**src/rtl/dmni_mem_arbiter_pkg.sv**
```systemverilog
// Shared types for the DMNI/CPU memory arbiter.
package DMNIPkg;

  typedef enum logic [1:0] {
    IDLE    = 2'd0,
    RD_DMNI = 2'd1,
    RD_CPU  = 2'd2
  } rd_owner_e;

endpackage

```
**src/rtl/dmni_mem_arbiter_if.sv**
```systemverilog
// Requester and RAM bus bundle; the arbiter takes the slave view.
interface dmni_mem_arbiter_if;
  logic        dmni_en_i;
  logic [3:0]  dmni_we_i;
  logic [31:0] dmni_addr_i;
  logic [31:0] dmni_data_i;
  logic [31:0] dmni_data_o;

  logic        cpu_req_i;
  logic [3:0]  cpu_we_i;
  logic [31:0] cpu_addr_i;
  logic [31:0] cpu_data_i;
  logic        cpu_gnt_o;
  logic        cpu_rvalid_o;
  logic [31:0] cpu_data_o;

  logic        ram_en_o;
  logic [3:0]  ram_we_o;
  logic [31:0] ram_addr_o;
  logic [31:0] ram_data_o;
  logic [31:0] ram_data_i;

  modport slave (
    input  dmni_en_i, dmni_we_i, dmni_addr_i, dmni_data_i,
    input  cpu_req_i, cpu_we_i, cpu_addr_i, cpu_data_i,
    input  ram_data_i,
    output dmni_data_o, cpu_gnt_o, cpu_rvalid_o, cpu_data_o,
    output ram_en_o, ram_we_o, ram_addr_o, ram_data_o
  );

  modport master (
    output dmni_en_i, dmni_we_i, dmni_addr_i, dmni_data_i,
    output cpu_req_i, cpu_we_i, cpu_addr_i, cpu_data_i,
    output ram_data_i,
    input  dmni_data_o, cpu_gnt_o, cpu_rvalid_o, cpu_data_o,
    input  ram_en_o, ram_we_o, ram_addr_o, ram_data_o
  );
endinterface

```
**src/rtl/dmni_mem_arbiter_stall_monitor.sv**
```systemverilog
// Tracks consecutive CPU stall cycles (saturating at STALL_LIMIT) and a saturating lifetime total.
module StallMonitor #(
  parameter int STALL_LIMIT = 64
) (
  input  logic        clk_i,
  input  logic        rst_ni,
  input  logic        req,
  input  logic        gnt,
  output logic        starve,
  output logic [31:0] total
);
  localparam int CW = $clog2(STALL_LIMIT + 1);
  localparam logic [CW-1:0] LIMIT = CW'(STALL_LIMIT);

  logic [CW-1:0] cnt_q;
  logic          stalled;

  assign stalled = req && !gnt;
  assign starve  = (cnt_q == LIMIT);

  always_ff @(posedge clk_i or negedge rst_ni) begin
    if (!rst_ni) begin
      cnt_q <= '0;
      total <= '0;
    end else begin
      if (!stalled)
        cnt_q <= '0;
      else if (cnt_q != LIMIT)
        cnt_q <= cnt_q + CW'(1);
      if (stalled && (total != 32'hFFFF_FFFF))
        total <= total + 32'd1;
    end
  end
endmodule

```
**src/rtl/dmni_mem_arbiter.sv**
```systemverilog
// Fixed-priority arbiter sharing one synchronous RAM port between the DMNI (always wins) and the CPU.
// state   | meaning
// IDLE    | no read data due this cycle
// RD_DMNI | ram_data_i carries the DMNI read issued last cycle
// RD_CPU  | ram_data_i carries the CPU read issued last cycle; rvalid pulses
module dmni_mem_arbiter
  import DMNIPkg::*;
#(
  parameter int RAM_BYTES   = 65536,
  parameter int STALL_LIMIT = 64
) (
  input  logic              clk_i,
  input  logic              rst_ni,
  dmni_mem_arbiter_if.slave bus,
  input  logic              oor_clr_i,
  output logic              starve_o,
  output logic              oor_err_o,
  output logic [31:0]       stall_cnt_o
);
  localparam logic [32:0] RAM_LIMIT = 33'(RAM_BYTES);

  rd_owner_e   state_q, state_d;
  logic        dmni_sel, cpu_sel, active, oor, rd_issue, rd_oor_q;
  logic [3:0]  sel_we;
  logic [31:0] sel_addr, sel_data, rd_data, cpu_data_q;

  always_comb begin
    dmni_sel = bus.dmni_en_i;
    cpu_sel  = !bus.dmni_en_i && bus.cpu_req_i;
    active   = dmni_sel || cpu_sel;
    sel_we   = 4'h0;
    sel_addr = 32'h0;
    sel_data = 32'h0;
    if (dmni_sel) begin
      sel_we   = bus.dmni_we_i;
      sel_addr = bus.dmni_addr_i;
      sel_data = bus.dmni_data_i;
    end else if (cpu_sel) begin
      sel_we   = bus.cpu_we_i;
      sel_addr = bus.cpu_addr_i;
      sel_data = bus.cpu_data_i;
    end
    oor      = active && ({1'b0, sel_addr} >= RAM_LIMIT);
    rd_issue = active && (sel_we == 4'h0);

    bus.cpu_gnt_o  = cpu_sel;
    bus.ram_en_o   = active && !oor && rst_ni;
    bus.ram_we_o   = oor ? 4'h0 : sel_we;
    bus.ram_addr_o = sel_addr;
    bus.ram_data_o = sel_data;
  end

  always_ff @(posedge clk_i or negedge rst_ni) begin
    if (!rst_ni)
      state_q <= IDLE;
    else
      state_q <= state_d;
  end

  always_comb begin
    state_d          = IDLE;
    bus.cpu_rvalid_o = (state_q == RD_CPU);
    if (rd_issue)
      state_d = dmni_sel ? RD_DMNI : RD_CPU;
  end

  // An out-of-range read never reached the RAM, so its data slot is forced to zero.
  assign rd_data         = rd_oor_q ? 32'h0 : bus.ram_data_i;
  assign bus.dmni_data_o = rd_data;
  assign bus.cpu_data_o  = bus.cpu_rvalid_o ? rd_data : cpu_data_q;

  always_ff @(posedge clk_i or negedge rst_ni) begin
    if (!rst_ni) begin
      rd_oor_q   <= 1'b0;
      cpu_data_q <= 32'h0;
      oor_err_o  <= 1'b0;
    end else begin
      rd_oor_q <= rd_issue && oor;
      if (bus.cpu_rvalid_o)
        cpu_data_q <= rd_data;
      if (oor)
        oor_err_o <= 1'b1;
      else if (oor_clr_i)
        oor_err_o <= 1'b0;
    end
  end

  StallMonitor #(.STALL_LIMIT(STALL_LIMIT)) u_stall (
    .clk_i  (clk_i),
    .rst_ni (rst_ni),
    .req    (bus.cpu_req_i),
    .gnt    (cpu_sel),
    .starve (starve_o),
    .total  (stall_cnt_o)
  );
endmodule

```
**src/flat_wrapper.sv**
```systemverilog
// flat-port wrapper written by rule: the top's interface ports become plain ports
module dmni_mem_arbiter_flat import DMNIPkg::*;
#(
  parameter int RAM_BYTES   = 65536,
  parameter int STALL_LIMIT = 64
)
  (clk_i, rst_ni, oor_clr_i, starve_o, oor_err_o, stall_cnt_o, bus_dmni_en_i, bus_dmni_we_i, bus_dmni_addr_i, bus_dmni_data_i, bus_cpu_req_i, bus_cpu_we_i, bus_cpu_addr_i, bus_cpu_data_i, bus_ram_data_i, bus_dmni_data_o, bus_cpu_gnt_o, bus_cpu_rvalid_o, bus_cpu_data_o, bus_ram_en_o, bus_ram_we_o, bus_ram_addr_o, bus_ram_data_o);
  dmni_mem_arbiter_if bus_i ();
  input  logic clk_i;
  input  logic rst_ni;
  input  logic oor_clr_i;
  output logic starve_o;
  output logic oor_err_o;
  output logic [31:0] stall_cnt_o;
  input wire logic [$bits(bus_i.dmni_en_i)-1:0] bus_dmni_en_i;
  input wire logic [$bits(bus_i.dmni_we_i)-1:0] bus_dmni_we_i;
  input wire logic [$bits(bus_i.dmni_addr_i)-1:0] bus_dmni_addr_i;
  input wire logic [$bits(bus_i.dmni_data_i)-1:0] bus_dmni_data_i;
  input wire logic [$bits(bus_i.cpu_req_i)-1:0] bus_cpu_req_i;
  input wire logic [$bits(bus_i.cpu_we_i)-1:0] bus_cpu_we_i;
  input wire logic [$bits(bus_i.cpu_addr_i)-1:0] bus_cpu_addr_i;
  input wire logic [$bits(bus_i.cpu_data_i)-1:0] bus_cpu_data_i;
  input wire logic [$bits(bus_i.ram_data_i)-1:0] bus_ram_data_i;
  output wire logic [$bits(bus_i.dmni_data_o)-1:0] bus_dmni_data_o;
  output wire logic [$bits(bus_i.cpu_gnt_o)-1:0] bus_cpu_gnt_o;
  output wire logic [$bits(bus_i.cpu_rvalid_o)-1:0] bus_cpu_rvalid_o;
  output wire logic [$bits(bus_i.cpu_data_o)-1:0] bus_cpu_data_o;
  output wire logic [$bits(bus_i.ram_en_o)-1:0] bus_ram_en_o;
  output wire logic [$bits(bus_i.ram_we_o)-1:0] bus_ram_we_o;
  output wire logic [$bits(bus_i.ram_addr_o)-1:0] bus_ram_addr_o;
  output wire logic [$bits(bus_i.ram_data_o)-1:0] bus_ram_data_o;
  assign bus_i.dmni_en_i = bus_dmni_en_i;
  assign bus_i.dmni_we_i = bus_dmni_we_i;
  assign bus_i.dmni_addr_i = bus_dmni_addr_i;
  assign bus_i.dmni_data_i = bus_dmni_data_i;
  assign bus_i.cpu_req_i = bus_cpu_req_i;
  assign bus_i.cpu_we_i = bus_cpu_we_i;
  assign bus_i.cpu_addr_i = bus_cpu_addr_i;
  assign bus_i.cpu_data_i = bus_cpu_data_i;
  assign bus_i.ram_data_i = bus_ram_data_i;
  assign bus_dmni_data_o = bus_i.dmni_data_o;
  assign bus_cpu_gnt_o = bus_i.cpu_gnt_o;
  assign bus_cpu_rvalid_o = bus_i.cpu_rvalid_o;
  assign bus_cpu_data_o = bus_i.cpu_data_o;
  assign bus_ram_en_o = bus_i.ram_en_o;
  assign bus_ram_we_o = bus_i.ram_we_o;
  assign bus_ram_addr_o = bus_i.ram_addr_o;
  assign bus_ram_data_o = bus_i.ram_data_o;
  dmni_mem_arbiter #(.RAM_BYTES(RAM_BYTES), .STALL_LIMIT(STALL_LIMIT)) u_core (.clk_i(clk_i), .rst_ni(rst_ni), .bus(bus_i), .oor_clr_i(oor_clr_i), .starve_o(starve_o), .oor_err_o(oor_err_o), .stall_cnt_o(stall_cnt_o));
endmodule
```
**config.mk**
```make
export PLATFORM = sky130hd
export DESIGN_NAME = dmni_mem_arbiter_flat
export DESIGN_NICKNAME = d
export VERILOG_FILES = /design/src/rtl/dmni_mem_arbiter_pkg.sv /design/src/rtl/dmni_mem_arbiter_if.sv /design/src/rtl/dmni_mem_arbiter_stall_monitor.sv /design/src/rtl/dmni_mem_arbiter.sv /design/src/flat_wrapper.sv
export SDC_FILE = /design/constraint.sdc
export NUM_CORES = 1
export LEC_CHECK = 0
export BUFFER_PORTS_ARGS = -buffer_cell sky130_fd_sc_hd__buf_2
export CAP_MARGIN = 20
export CORE_AREA = 2 2 134 136
export DETAILED_ROUTE_END_ITERATION = 8
export DIE_AREA = 0 0 136 138
export PLACE_DENSITY = 0.55
export RECOVER_POWER = 50
export SETUP_SLACK_MARGIN = 0.5
export SKIP_LAST_GASP = 1
export SLEW_MARGIN = 20
export SYNTH_ARGS = -nofsm -noshare
export SYNTH_HDL_FRONTEND = slang
export SYNTH_SLANG_ARGS = --single-unit
```
**constraint.sdc**
```tcl
create_clock -name clk_i -period 2.3 [get_ports clk_i]
set_clock_uncertainty 0.1 [all_clocks]
set_input_delay 0.46 -clock clk_i [delete_from_list [all_inputs] [get_ports clk_i]]
set_output_delay 0.46 -clock clk_i [all_outputs]
set_load 0.02 [all_outputs]
```
**Yosys cells after proc, flatten, opt, wreduce, memory -nomap -nowiden**

Index checks and enable logic that the tools add are counted.

- Add/sub/neg operators: 2
- Order comparisons: 1
- Equality and inequality tests: 5
- Multiplexer cells: 15
- Reduce and logical (&&, ||, !) cells: 14

Operators by type and width:

| cell | count |
|---|---|
| 32-bit 2-to-1 mux | 6 |
| 32-bit by 1-bit adder with 32-bit output, second input constant | 1 |
| 32-bit by 17-bit >= comparator with 1-bit output, second input constant | 1 |
| 32-bit inequality test, second input constant | 1 |
| 7-bit 2-to-1 mux | 2 |
| 4-bit 2-to-1 mux | 3 |
| 1-bit logical AND | 8 |
| 7-bit by 1-bit adder with 7-bit output, second input constant | 1 |
| 7-bit equality test, second input constant | 1 |
| 7-bit inequality test, second input constant | 1 |
| 4-bit zero test | 1 |
| 2-bit 2-to-1 mux | 2 |
| 1-bit zero test | 3 |
| 2-bit equality test, second input constant | 1 |
| 1-bit 2-to-1 mux | 2 |
| 2-bit by 1-bit inequality test with 1-bit output, second input constant | 1 |
| 2-bit nonzero test | 1 |
| 1-bit logical OR | 1 |

- Register bits: 75
- Output and inout port bits: 169

**Logic depth before layout (Yosys ltp)**

Gate-level depths: netlist of the first run.

- Depth in word-level cells: 9
- Gate-level depth with buffers: 7
- Depth with buffers taken out: 6

**Cells and area by module**

A second synthesis of the first run with hierarchy kept.

- Cells, all modules: 409
- Area, all modules: 4,357.9 um2

By module, submodules not included:

| module | times used | cells each | area an instance (um2) | seq. area each (um2) |
|---|---|---|---|---|
| dmni_mem_arbiter | 1 | 238 | 2,429.8 | 900.9 |
| StallMonitor | 1 | 171 | 1,928.1 | 975.9 |

**Worst setup path before layout of the first run**

Ideal clock, no wire load.

- Path kind: input to output
- Start point: input bus_dmni_en_i
- End point: output bus_ram_en_o
- Arrival: 2.061 ns
- Data required time: 1.740 ns
- Path slack: -0.321 ns
- Stages on the path: 7
- Path through: clkbuf_8 -> clkbuf_1 -> nand2_1 -> o21ai_0 -> nor4_1 -> nand2_1 -> nor2_1

- Cells in the longest elaborated chain, start to end: 9
- Elaborated cells between the ends (all ways): 10
- Classes of those cells: order compare (1); mux (2); reduce/logical (7)

Ends and longest elaborated chain:

| item | line | source |
|---|---|---|
| start: declaration | flat_wrapper.sv:15 | `input wire logic [$bits(bus_i.dmni_en_i)-1:0] bus_dmni_en_i;` |
| 1-bit zero test | dmni_mem_arbiter.sv:29 | `cpu_sel = !bus.dmni_en_i && bus.cpu_req_i;` |
| 1-bit logical AND | dmni_mem_arbiter.sv:29 |  |
| 32-bit 2-to-1 mux | dmni_mem_arbiter.sv:38 | `end else if (cpu_sel) begin` |
| 32-bit 2-to-1 mux (*) | dmni_mem_arbiter.sv:34 | `if (dmni_sel) begin` |
| net bus_ram_addr_o[20] | flat_wrapper.sv:30 | `output wire logic [$bits(bus_i.ram_addr_o)-1:0] bus_ram_addr_o;` |
| 32-bit by 17-bit >= comparator with 1-bit output (*) | dmni_mem_arbiter.sv:43 | `oor = active && ({1'b0, sel_addr} >= RAM_LIMIT);` |
| 1-bit logical AND (*) | dmni_mem_arbiter.sv:43 |  |
| 1-bit zero test (*) | dmni_mem_arbiter.sv:47 | `bus.ram_en_o = active && !oor && rst_ni;` |
| 1-bit logical AND (*) (2 in series) | dmni_mem_arbiter.sv:47 |  |
| end: declaration | flat_wrapper.sv:28 | `output wire logic [$bits(bus_i.ram_en_o)-1:0] bus_ram_en_o;` |

The timed path passes the listed nets; every way through them passes the cells marked *.

**Worst setup path in the final report of the first run**

- Start point: input bus_dmni_addr_i[16]
- End point: output bus_ram_we_o[3]

- Cells in the longest elaborated chain, start to end: 4

Ends and longest elaborated chain:

| item | line | source |
|---|---|---|
| start: declaration | flat_wrapper.sv:17 | `input wire logic [$bits(bus_i.dmni_addr_i)-1:0] bus_dmni_addr_i;` |
| 32-bit 2-to-1 mux | dmni_mem_arbiter.sv:34 |  |
| 32-bit by 17-bit >= comparator with 1-bit output | dmni_mem_arbiter.sv:43 |  |
| 1-bit logical AND | dmni_mem_arbiter.sv:43 |  |
| 4-bit 2-to-1 mux | dmni_mem_arbiter.sv:48 | `bus.ram_we_o = oor ? 4'h0 : sel_we;` |
| end: declaration | flat_wrapper.sv:29 | `output wire logic [$bits(bus_i.ram_we_o)-1:0] bus_ram_we_o;` |

No other way between the ends.

==> results.toml, run 1 <==
[clock_network]
cts.sinks = 75
clk_pin_slew_ns = 0.05
h-tree-depth = 3
clock_path_buffers = 2
clk_latency_ns = 0.33
cts_tree = "built"
cts_root_buf = "clkbuf_16"
cts_buffers = 9

[sta]
slew_headroom = -0.118
worst_pin_slew_ns = 1.68
fmax_mhz = 434
finalHoldViolations = 0
setup_viol = 1
fin_crit_sh = 1.00
slew_violations = 76
setup-tns-final_ns = -0.00664
layout_min_cycle_time_ns = 2.31
setup_ws_ns = -0.00664
rsz0062_at_grt = "true"
whs_ns = 0.205

[layout]
area_delta_synth_final_pct = 139
finalNetCount = 1061
layout.cells.non_filler = 1121
post-route-cell-area_mm2 = 0.0103
fillerInstances = 1427
drive_gt1_frac = 0.736
multiInputGateArea_mm2 = 0.00359
regArea_mm2 = 0.00190

[drt]
vias = 5208
wire_per_inst_um = 18.8
final_antenna_net_count = 0
dr.pass1.iters = 5
avgViaCountPerCell = 4.65
dr.first_iter.drc_count = 141
routed_wl_mm = 21.1
remaining_drc_errors = 0

[synthesis]
synth_commonest_cells = "dfrtp_1 (75), a22o_1 (50), nand2_1 (48)"
synth_seq_cells = 75
syn_area_mm2 = 0.00430
synth_area_leaders = "dfrtp_1 (44%), a22o_1 (10%), mux2_2 (9.2%), nor2b_1 (5.1%), nand2_1 (4.2%)"
synth_top_area_cell = "dfrtp_1"
netlist.area_leader.share = 0.437
seq_area_frac_synth = 0.437
ys_warn_count = 0
synth_fp_nets = 604
synth_enable_flop_cells = 0
async_flop_share = 1.00
ys.flop_type = "dfrtp_1"
post-synth-top-count-cell = "dfrtp_1"
avgSynthCellArea_um2 = 10.0
synth_cell_types = 37
syn-instance-count = 428

[die]
core-area_mm2 = 0.0175
die_w_um = 136
dieArea_mm2 = 0.0188
rows = 49
start_util = 0.245
io_pins = 342
chipHeight_um = 138

[power_and_ir_drop]
pwr_density_cell_mw_per_mm2 = 546
ir_worst_vdd_uv = 394
power_leakage_nw = 5.06
total_power_mw = 5.62

[placement]
placed_area_mm2 = 0.00737
place.gp.congestion = 0.770
dp.cells = 1009
io_buffers = 341
dp_hpwl_mm = 13.6

[run_status]
status = "finished, violations left"
violations = "max-capacitance violations, max-slew violations, negative setup slack"

[critical_path]
startpoint_type = "input port"
path_class = "in -> out"
critPathMaxFanout = 5
crit_path_end_kind = "output pin"
worstPathRequired_ns = 1.74
worstPathArrival_ns = 1.75

[global_route]
antenna_found_initial = 3
grt_overflow = 0
grt_use_total = 0.215
grt_max_degree = 76
grt_pass1_vias = 5465
grt_pass1_wl_mm = 30.9

[flow_run]
max-cap-violations = 1

[worst_hold_path]
min_path_type = "in -> reg"
[critical path, cell delays in order]
cell and delay (ns):
buf_6 0.10, nor4_4 0.26, buf_4 0.16, nand3_2 0.08, a22oi_2 0.20, buf_6 0.15
nand2_8 0.08, nor2_4 0.12, buf_6 0.13
[cell usage in the layout, fill, tap and decap left out, drive strengths merged, types with 3 or more instances in the layout]
master  synthesis  routed
nor2b          35      35
nand4          11      11
o21ai          16      16
nand3          14      14
nand2          48      48
inv             6       7
and2            3       3
and3            6       6
mux2           35      35
a22o           50      50
ha              3       3
nor4           15      15
dfrtp          75      75
a22oi           5       5
nor2           21      21
clkinv          0       3
nor3            6       6
xnor2          17      17
buf             6     449
clkbuf         23      36
xor2           18      18
[state kept, by name (all words and copies together), names as in the netlist]
register	flops
u_core.state_q	2
u_core.rd_oor_q	1
u_core.oor_err_o	1
u_core.u_stall.total	32
u_core.cpu_data_q	32
u_core.u_stall.cnt_q	7
[layout make-up]
class	instances	area share
Inverter	6	0.00243
Clock buffer	10	0.0233
Antenna cell	2	0.000487
Tap cell	229	0.0279
Timing Repair Buffer	475	0.403
Clock inverter	6	0.00852
Sequential cell	75	0.185
Multi-Input combinational cell	318	0.349
[metal layers]
metal,wire length (µm),global-route usage,up-vias
met5,13,0,-
met4,501,0.0724,2
met3,1250,0.0473,27
met2,11400,0.391,197
met1,7910,0.244,2515
li1,-,-,2467
[power by group]
part	leakage, nW	switching [mW]	total (mW)	internal, mW
sequential	0.928	0.111	1.63	1.52
combinational	3.97	1.18	2.45	1.27
clock	0.163	0.551	1.53	0.981
[cells by family (layout without fill, tap and decap cells)]
logic type | Yosys count | after routing | share of synthesized area
and+or+nand+nor | 166 | 166 | 0.208
AOI/OAI and AO/OA | 79 | 79 | 0.147
DFF | 75 | 75 | 0.437
xor gates and xnor gates | 35 | 35 | 0.0713
muxes | 35 | 35 | 0.0917
buffers and inverters | 35 | 497 | 0.0364
adders and majority gates | 3 | 3 | 0.00874
other | 0 | 2 | 0
[what timing repair did]
action / in CTS / in global routing
setup buffers: 48 / 27
gates cloned: 17 / 2
hold buffers: 0 / 0
setup endpoints to repair: 158 / 160
resized for setup: 288 / 156
pin swaps: 27 / 31
[path summary, 6_finish.rpt]
check	from	to	slack [ns]	cells past startpoint
min reg2reg	u_core.u_stall.total[30]$_DFFE_PN0P_	u_core.u_stall.total[30]$_DFFE_PN0P_	0.39	1
max in group asynchronous	rst_ni	u_core.rd_oor_q$_DFF_PN0_	0.36	2
max reg2reg	u_core.u_stall.total[15]$_DFFE_PN0P_	u_core.u_stall.total[29]$_DFFE_PN0P_	0.38	5
min	bus_dmni_we_i[2]	u_core.state_q[0]$_DFF_PN0_	0.20	2
max	bus_dmni_addr_i[16]	bus_ram_we_o[3]	-0.007	9
min in group asynchronous	rst_ni	u_core.u_stall.total[18]$_DFFE_PN0P_	0.61	2
[per-stage QoR]
step	utilization	setup slack (ns)
2_1_floorplan	-	0.217
3_3_place_gp	0.421	-0.203
3_5_place_dp	0.421	-0.184
4_1_cts	0.546	-0.0201
5_1_grt	0.586	-0.0978
6_report	0.586	-0.00664
(Power assumes the default switching activity.)
==> inputs of run 2 (changes only) <==
CELL_PAD_IN_SITES_DETAIL_PLACEMENT = 1   (was not set)
CELL_PAD_IN_SITES_GLOBAL_PLACEMENT = 1   (was not set)
CORE_AREA = 2 2 133 135   (was 2 2 134 136)
DIE_AREA = 0 0 135 137   (was 0 0 136 138)
PLACE_DENSITY = 0.75   (was 0.55)
==> run 2 against run 1 <==
Compared with the run above:
- the run ends with negative setup slack left
- critical path type unchanged
- sequential power about the same
- largest power group unchanged
- power up 4.4%
- critical path depth down 2
- final area up 0.49%
==> results.toml, run 2 (synthesis results as in run 1) <==
[critical_path]
critPathMaxFanout = 5
worstPathRequired_ns = 1.74
crit_path_end_kind = "output pin"
slowest_delay_ns = 0.33
reg2reg_depth = 6
crit_chain = "buf_2, nor4_1, nand3_1, a22oi_2, nand2_8, nor2_4, buf_6"
worstPathArrival_ns = 1.80
r2r-start = "u_core.u_stall.total[23]$_DFFE_PN0P_"
path_class = "in -> out"
startpoint_type = "input port"
crit_path_start = "bus_cpu_addr_i[21]"
reg2reg_to = "u_core.u_stall.total[29]$_DFFE_PN0P_"
rrSetupSlack_ns = 0.28
cp_slowest_cell = "nor4_1"

[sta]
setup_ws_ns = -0.0558
worst_pin_slew_ns = 0.896
finalHoldViolations = 0
slew_violations = 0
fmax_mhz = 424
layout_min_cycle_time_ns = 2.36
setup-tns-final_ns = -0.204
setup_viol = 5
rsz0062_at_grt = "true"
fin_crit_sh = 1.02
slew_headroom = 0.403

[die]
io_pins = 342
start_util = 0.252
die_w_um = 135
rows = 48
chipHeight_um = 137
core-area_mm2 = 0.0171
dieArea_mm2 = 0.0185

[drt]
avgViaCountPerCell = 4.96
vias = 5526
remaining_drc_errors = 0
routed_wl_mm = 25.9
dr.first_iter.drc_count = 178
final_antenna_net_count = 0
wire_per_inst_um = 23.3
dr.pass1.iters = 4

[placement]
io_buffers = 341
dp_slack_ns = -0.0971
dp.cells = 996
placed_area_mm2 = 0.00728
dp_hpwl_mm = 16.0
place.gp.congestion = 0.893

[clock_network]
cts.sinks = 75
clock_path_buffers = 2
h-tree-depth = 3
ctsHoldBuffers = 0
clk_pin_slew_ns = 0.06
cts_buffers = 9
cts_root_buf = "clkbuf_16"
cts_tree = "built"
clk_latency_ns = 0.34

[layout]
drive_gt1_frac = 0.812
area_delta_synth_final_pct = 140
final_common_cell = "buf_2"
finalNetCount = 1058
layout.cells.non_filler = 1114
fillerInstances = 1735
most-common-layout-cells = "buf_2 (204), buf_6 (129), buf_4 (99)"
reg.largest.list = "u_core.cpu_data_q x32, u_core.u_stall.total x32, u_core.u_stall.cnt_q x7"
post-route-cell-area_mm2 = 0.0103

[power_and_ir_drop]
total_power_mw = 5.86
pwr_density_cell_mw_per_mm2 = 568
ir_worst_vdd_uv = 371
power_leakage_nw = 5.25

[global_route]
grt_use_total = 0.216
grt_pass1_wl_mm = 30.3
grt_max_degree = 49
grt_pass1_vias = 5403
antenna_found_initial = 3
grt_overflow = 0

[worst_hold_path]
hold_path_startpoint = "bus_dmni_we_i[2]"
min_path_cells = 2
hold_end = "u_core.state_q[0]$_DFF_PN0_"
min_path_type = "in -> reg"

[run_status]
violations = "negative setup slack"
status = "finished, violations left"

[flow_run]
max-cap-violations = 0
-- run 2: cell count changes in the layout (fill, tap and decap cells not counted), sizes merged --
cell,before,now
buf,449,457
inv,7,8
bufbuf,0,1
clkbuf,36,24
clkinv,3,2
-- run 2: critical path, delay by kind of cell --
kind,cells,cell delay (ns)
compound gates,1,0.32
simple gates,4,0.77
buf+inv,2,0.24
-- run 2: per-stage QoR --
step	hold slack [ns]	util
detailed placement	0.372	0.427
global placement	0.366	0.427
CTS	0.125	0.485
finish	0.209	0.606
floorplan	0.0644	-
global route	0.197	0.605
-- run 2: final cells by class --
type	count	area, µm²	area share
well taps	225	282	0.0273
flip-flops and latches	75	1910	0.184
multi-input cells	318	3750	0.363
diodes	2	5.00	0.000485
repair buffers	472	4030	0.390
clock inverters	6	95.1	0.00921
clock buffers	10	239	0.0231
inverters	6	25.0	0.00242
-- run 2: repair_timing --
action                     CTS  global route
buffers inserted            26            54
pin swaps                   21            36
gates resized for setup     97           383
cloned                       4            16
setup endpoints to repair  162           167
-- run 2: worst max path at each step --
stage | cells after the start | endpoint
floorplan | 6 | bus_ram_en_o
global placement | 8 | bus_ram_we_o[1]
detailed placement | 8 | bus_ram_we_o[3]
CTS | 8 | bus_ram_we_o[3]
global route | 7 | bus_ram_we_o[3]
finish | 7 | bus_ram_en_o
-- run 2: report_power, final --
| group | switching [mW] | total [mW] | leakage [nW] | internal (mW) |
|---|---|---|---|---|
| sequential | 0.127 | 1.65 | 0.923 | 1.52 |
| clock | 0.591 | 1.58 | 0.164 | 0.992 |
| combinational | 1.26 | 2.63 | 4.16 | 1.37 |
| total | 1.98 | 5.86 | 5.25 | 3.88 |
-- run 2: per-layer routing --
layer	wire length [µm]	track usage	share of wire
met1	9080	0.224	0.35
met2	14000	0.407	0.54
met3	1760	0.0622	0.068
met4	1030	0.0926	0.040
met5	13	0	0.00050
